## config.mk

```make
export PLATFORM = sky130hd
export DESIGN_NAME = limd_mc_pipe
export DESIGN_NICKNAME = d
export VERILOG_FILES = /design/src/rtl/limd_mc_pipe.sv
export SDC_FILE = /design/constraint.sdc
export NUM_CORES = 1
export LEC_CHECK = 0
export ABC_AREA = 1
export CORE_MARGIN = 3
export CORE_UTILIZATION = 50
export DETAILED_ROUTE_END_ITERATION = 10
export PLACE_DENSITY = 0.73
export SLEW_MARGIN = 20
export SYNTH_ARGS = -nofsm -noshare
export SYNTH_HDL_FRONTEND = slang
export SYNTH_SLANG_ARGS = --single-unit
```

## constraint.sdc

```tcl
create_clock -name clk -period 8.3 [get_ports clk]
set_clock_uncertainty 0.1 [all_clocks]
set_input_delay 2.075 -clock clk [delete_from_list [all_inputs] [get_ports clk]]
set_output_delay 2.075 -clock clk [all_outputs]
set_load 0.05 [all_outputs]
```

## src/rtl/limd_mc_pipe.sv

```systemverilog
// Multi-channel pipelined a1 limiter: clamps A1T to +/-(A1_BOUND - A2P), tags results by channel,
// and keeps per-channel saturating counters of clamp events for the controller.
module limd_mc_pipe #(
   parameter int WIDTH    = 16,
   parameter int CHANNELS = 32,
   parameter int CH_W     = 5,
   parameter int A1_BOUND = 15360,
   parameter int CNT_W    = 8
) (
   input  logic             clk,
   input  logic             reset,
   input  logic             in_valid,
   output logic             in_ready,
   input  logic [CH_W-1:0]  in_ch,
   input  logic             in_bypass,
   input  logic [WIDTH-1:0] a1t,
   input  logic [WIDTH-1:0] a2p,
   output logic             out_valid,
   input  logic             out_ready,
   output logic [CH_W-1:0]  out_ch,
   output logic [WIDTH-1:0] a1p,
   output logic             out_sat,
   input  logic [CH_W-1:0]  stat_ch,
   input  logic             stat_clr,
   output logic [CNT_W-1:0] stat_cnt
);
   localparam int XW = WIDTH + 2;
   localparam logic signed [XW-1:0] BOUND_X = XW'(A1_BOUND);

   logic                    w_adv;
   logic signed [XW-1:0]    w_a1t_x;
   logic signed [XW-1:0]    w_a2p_x;
   logic signed [XW-1:0]    w_a1ul;
   logic signed [XW-1:0]    w_a1ll;

   logic                    r_s1_valid;
   logic [CH_W-1:0]         r_s1_ch;
   logic                    r_s1_bypass;
   logic [WIDTH-1:0]        r_s1_a1t;
   logic [WIDTH-1:0]        r_s1_a1ul;
   logic                    r_s1_gt;
   logic                    r_s1_lt;

   logic [WIDTH-1:0]        w_a1ll_lo;
   logic [WIDTH-1:0]        w_a1p;
   logic                    w_sat;

   logic                    r_out_valid;
   logic [CH_W-1:0]         r_out_ch;
   logic [WIDTH-1:0]        r_a1p;
   logic                    r_out_sat;

   logic [CNT_W-1:0]        r_cnt [CHANNELS];
   logic [CNT_W-1:0]        r_stat_cnt;
   logic                    w_inc;
   logic [CHANNELS-1:0]     w_inc_v;
   logic [CHANNELS-1:0]     w_clr_v;
   logic [CNT_W-1:0]        w_stat_rd;

   assign w_adv    = !r_out_valid || out_ready;
   assign in_ready = w_adv;

   assign w_a1t_x = {{2{a1t[WIDTH-1]}}, a1t};
   assign w_a2p_x = {{2{a2p[WIDTH-1]}}, a2p};
   assign w_a1ul  = BOUND_X - w_a2p_x;
   assign w_a1ll  = -w_a1ul;

   always_ff @(posedge clk) begin
      if (reset) begin
         r_s1_valid  <= 1'b0;
         r_s1_ch     <= '0;
         r_s1_bypass <= 1'b0;
         r_s1_a1t    <= '0;
         r_s1_a1ul   <= '0;
         r_s1_gt     <= 1'b0;
         r_s1_lt     <= 1'b0;
      end else if (w_adv) begin
         r_s1_valid  <= in_valid;
         r_s1_ch     <= in_ch;
         r_s1_bypass <= in_bypass;
         r_s1_a1t    <= a1t;
         r_s1_a1ul   <= w_a1ul[WIDTH-1:0];
         r_s1_gt     <= (w_a1t_x > w_a1ul);
         r_s1_lt     <= (w_a1t_x < w_a1ll);
      end
   end

   // Compares were done at full width in S1, so negating the truncated bound here is exact mod 2^WIDTH.
   assign w_a1ll_lo = -r_s1_a1ul;

   always_comb begin
      w_a1p = r_s1_a1t;
      w_sat = 1'b0;
      if (!r_s1_bypass) begin
         if (r_s1_gt) begin
            w_a1p = r_s1_a1ul;
            w_sat = 1'b1;
         end else if (r_s1_lt) begin
            w_a1p = w_a1ll_lo;
            w_sat = 1'b1;
         end
      end
   end

   always_ff @(posedge clk) begin
      if (reset) begin
         r_out_valid <= 1'b0;
         r_out_ch    <= '0;
         r_a1p       <= '0;
         r_out_sat   <= 1'b0;
      end else if (w_adv) begin
         r_out_valid <= r_s1_valid;
         r_out_ch    <= r_s1_ch;
         r_a1p       <= w_a1p;
         r_out_sat   <= w_sat;
      end
   end

   assign out_valid = r_out_valid;
   assign out_ch    = r_out_ch;
   assign a1p       = r_a1p;
   assign out_sat   = r_out_sat;

   assign w_inc = r_out_valid && out_ready && r_out_sat;

   // Out-of-range channel indices never match any counter slot, so they neither count, clear nor read.
   always_comb begin
      w_inc_v   = '0;
      w_clr_v   = '0;
      w_stat_rd = '0;
      for (int unsigned i = 0; i < CHANNELS; i++) begin
         w_inc_v[i] = w_inc && (r_out_ch == CH_W'(i));
         w_clr_v[i] = stat_clr && (stat_ch == CH_W'(i));
         if (stat_ch == CH_W'(i)) w_stat_rd = r_cnt[i];
      end
   end

   always_ff @(posedge clk) begin
      if (reset) begin
         for (int unsigned i = 0; i < CHANNELS; i++) r_cnt[i] <= '0;
         r_stat_cnt <= '0;
      end else begin
         for (int unsigned i = 0; i < CHANNELS; i++) begin
            if (w_clr_v[i])
               r_cnt[i] <= w_inc_v[i] ? CNT_W'(1) : '0;
            else if (w_inc_v[i] && (r_cnt[i] != '1))
               r_cnt[i] <= r_cnt[i] + CNT_W'(1);
         end
         r_stat_cnt <= w_stat_rd;
      end
   end

   assign stat_cnt = r_stat_cnt;

endmodule

```

==> flow_metrics.tcl <==
set metrics [dict create \
    status "finished, final reports clean" \
    clk_pin_slew_ps 60 \
    final_area_um2 23030 \
    synthArstFlopShare_pct 0 \
    power_mw 3.999 \
    required_ps 6120 \
    place_inst 3183 \
    synth_nets 2738 \
    worst-endpoint-arrival_ps 3850 \
    placed_cell_area_um2 21870 \
    syn_area_um2 20540 \
    dominantRegCellSynth "edfxtp_1" \
    worst_setup_path_start_kind "input port" \
    slew_headroom_pct 40.68 \
    hpwlAfterDp_um 38680 \
    cp-end-kind "output pin" \
    drive_gt1_share_pct 5.029 \
    synth_cell_type_count 65 \
    gp_congestion 0.9513 \
    power_density_nw_per_um2 173.7 \
    grt_use_total_pct 23.31 \
    route.detailed.drc 0 \
    final_max_slew_viol_count 0 \
    setup_viol 0 \
    wl_um 51860 \
    worst_pin_slew_ps 886.6 \
    grt_pass1_wl_um 84270 \
    fin_setup_tns_ps 0 \
    antenna_left 0 \
    fin_crit_ps 6030 \
    coreArea_um2 40190 \
    fin_util_pct 57.29 \
    synth_edf_count 256 \
    cts_max_path_buffers 3 \
    avgSynthCellArea_um2 7.836 \
    htree_levels 2 \
    critical_path.max_stage_delay_ps 710 \
    synthToLayoutAreaGrowth_pct 12.08 \
    synth_cells 2622 \
    path_delay_family "buffers and inverters" \
    grt_pass1_vias 16940 \
    overflow 0 \
    period_share_pct 72.65 \
    cts-buffers-inserted 38 \
    path_class "input port to output pin" \
    crit_top_cell "clkdlybuf4s50_1" \
    max_freq_mhz 165.8 \
    num_rows 73 \
    post_cts_buffers 0 \
    rsz0062_at_grt "no" \
    drtIter0Drc 1498 \
    p_leak_nw 9.274 \
    boundaryPins 80 \
    antenna_found_initial 0 \
    firstDrtPassIters 8 \
    grt_max_degree 74 \
    crit_buf_inv 4 \
    num_vias 17790 \
    final_nets 2814 \
    post_cts_resized 0 \
    diodes 0 \
    yosysSeqAreaShare_pct 44.43 \
    synth_seq_cells 328 \
    fin_cells 3249 \
    hold_viol_final 0 \
    port_buffers 79 \
    min_path_type "register to register" \
    cp_cell_sequence "clkdlybuf4s50_1 > nor2_4 > buf_4 > inv_2 > clkdlybuf4s50_1" \
    ctsRootBufferMaster "clkbuf_16" \
    ctsHoldBuffers 0 \
    maxCapViolCount 0 \
    cts_sinks 328 \
    vias_per_cell 5.474 \
    yosysWarnings 0 \
    ir_drop_uv 110.8 \
    dieArea_um2 43560 \
    die_y_um 208.7 \
    cts_tree "yes" \
    initial_core_util_pct 51.12 \
    fp.dieW_um 208.7 \
    wl_per_cell_um 15.96 \
    crit_slowest_cell "clkdlybuf4s50_1" \
    cp_max_fo 53 \
    clk_latency_ps 550 \
]
-- through the flow --
step | setup slack, ps | hold WS (ps)
after floorplan | 2950 | 329.7
after global placement | 2057 | 343.7
after detailed placement | 1948 | 361.2
after CTS | 2245 | 368.3
after global routing | 2036 | 388.1
final | 2270 | 363.4
-- kinds of logic after synthesis --
family / share of synthesized area, %
flops: 44.43
simple gates: 28.64
xor+xnor: 5.664
buf+inv: 7.868
fa+ha+maj: 4.141
compound gates: 9.257
-- path summary, 6_finish.rpt --
check	cells past startpoint	end	start	slack (ps)
hold reg to reg	2	out_valid	r_s1_valid	360
setup / recovery	5	in_ready	out_ready	2270
setup reg to reg	7	r_cnt[1][122]	out_sat	5390
hold / removal	2	out_valid	r_s1_valid	360
-- flip-flops by register name, summed over array words and instances, names as in the netlist --
register and flops:
a1p 16, r_s1_gt 1, r_cnt 256, stat_cnt 8, r_s1_a1ul 16, r_s1_valid 1, out_valid 1, r_s1_bypass 1
r_s1_ch 5, r_s1_lt 1, r_s1_a1t 16, out_ch 5, out_sat 1
-- report_power, final --
part           switching, mW  internal, mW  total (mW)
sequential            0.0746          1.85        1.92
clock                  0.669         0.913        1.58
combinational          0.330         0.164       0.495
-- synthesized netlist by cell type (12+ instances only) --
cell	n	area share, %
a211oi_1	17	0.62
a21oi_1	99	2.4
a31oi_1	14	0.43
clkbuf_1	46	0.84
dfxtp_1	72	7.0
edfxtp_1	256	37
ha_1	68	4.1
inv_1	352	6.4
inv_2	18	0.33
nand2_1	536	9.8
nand3_1	141	3.4
nand4_1	67	2.0
nor2_1	440	8.0
nor2_2	14	0.43
nor3_1	54	1.3
nor3b_1	47	1.7
o211ai_1	12	0.44
o21ai_0	118	2.9
or2_2	14	0.43
xnor2_1	24	1.0
xor2_1	102	4.3
-- cell usage in the layout (no fill, tap or decap), types with 67 or more instances in the layout --
cell / n
a21oi_1: 99
clkdlybuf4s50_1: 78
dfxtp_1: 72
edfxtp_1: 256
ha_1: 68
inv_1: 350
nand2_1: 536
nand3_1: 141
nand4_1: 67
nor2_1: 439
o21ai_0: 118
xor2_1: 102
-- routing by layer --
metal / vias up / share of wire [%] / global-route usage, %
met5: - / 0 / 0
met4: 0 / 3.1 / 8.822
met3: 97 / 6.4 / 2.807
met2: 591 / 47 / 38.92
met1: 8229 / 43 / 31.25
li1: 8868 / - / -
-- worst min-delay path: cells and delay by family (launching register included) --
family,cells,cell delay (ps)
AOI/OAI and AO/OA,1,60
buffers and inverters,1,60
DFF,1,290
-- cell type report --
cell class | count | area, um2
inverters | 374 | 1406
multi-input cells | 1865 | 9807
repair buffers | 91 | 875.8
well taps | 525 | 656.9
fillers | 3674 | 17160
clock inverters | 15 | 108.9
clock buffers | 51 | 1042
flip-flops and latches | 328 | 9129
Power figures use the tool's default switching activity.
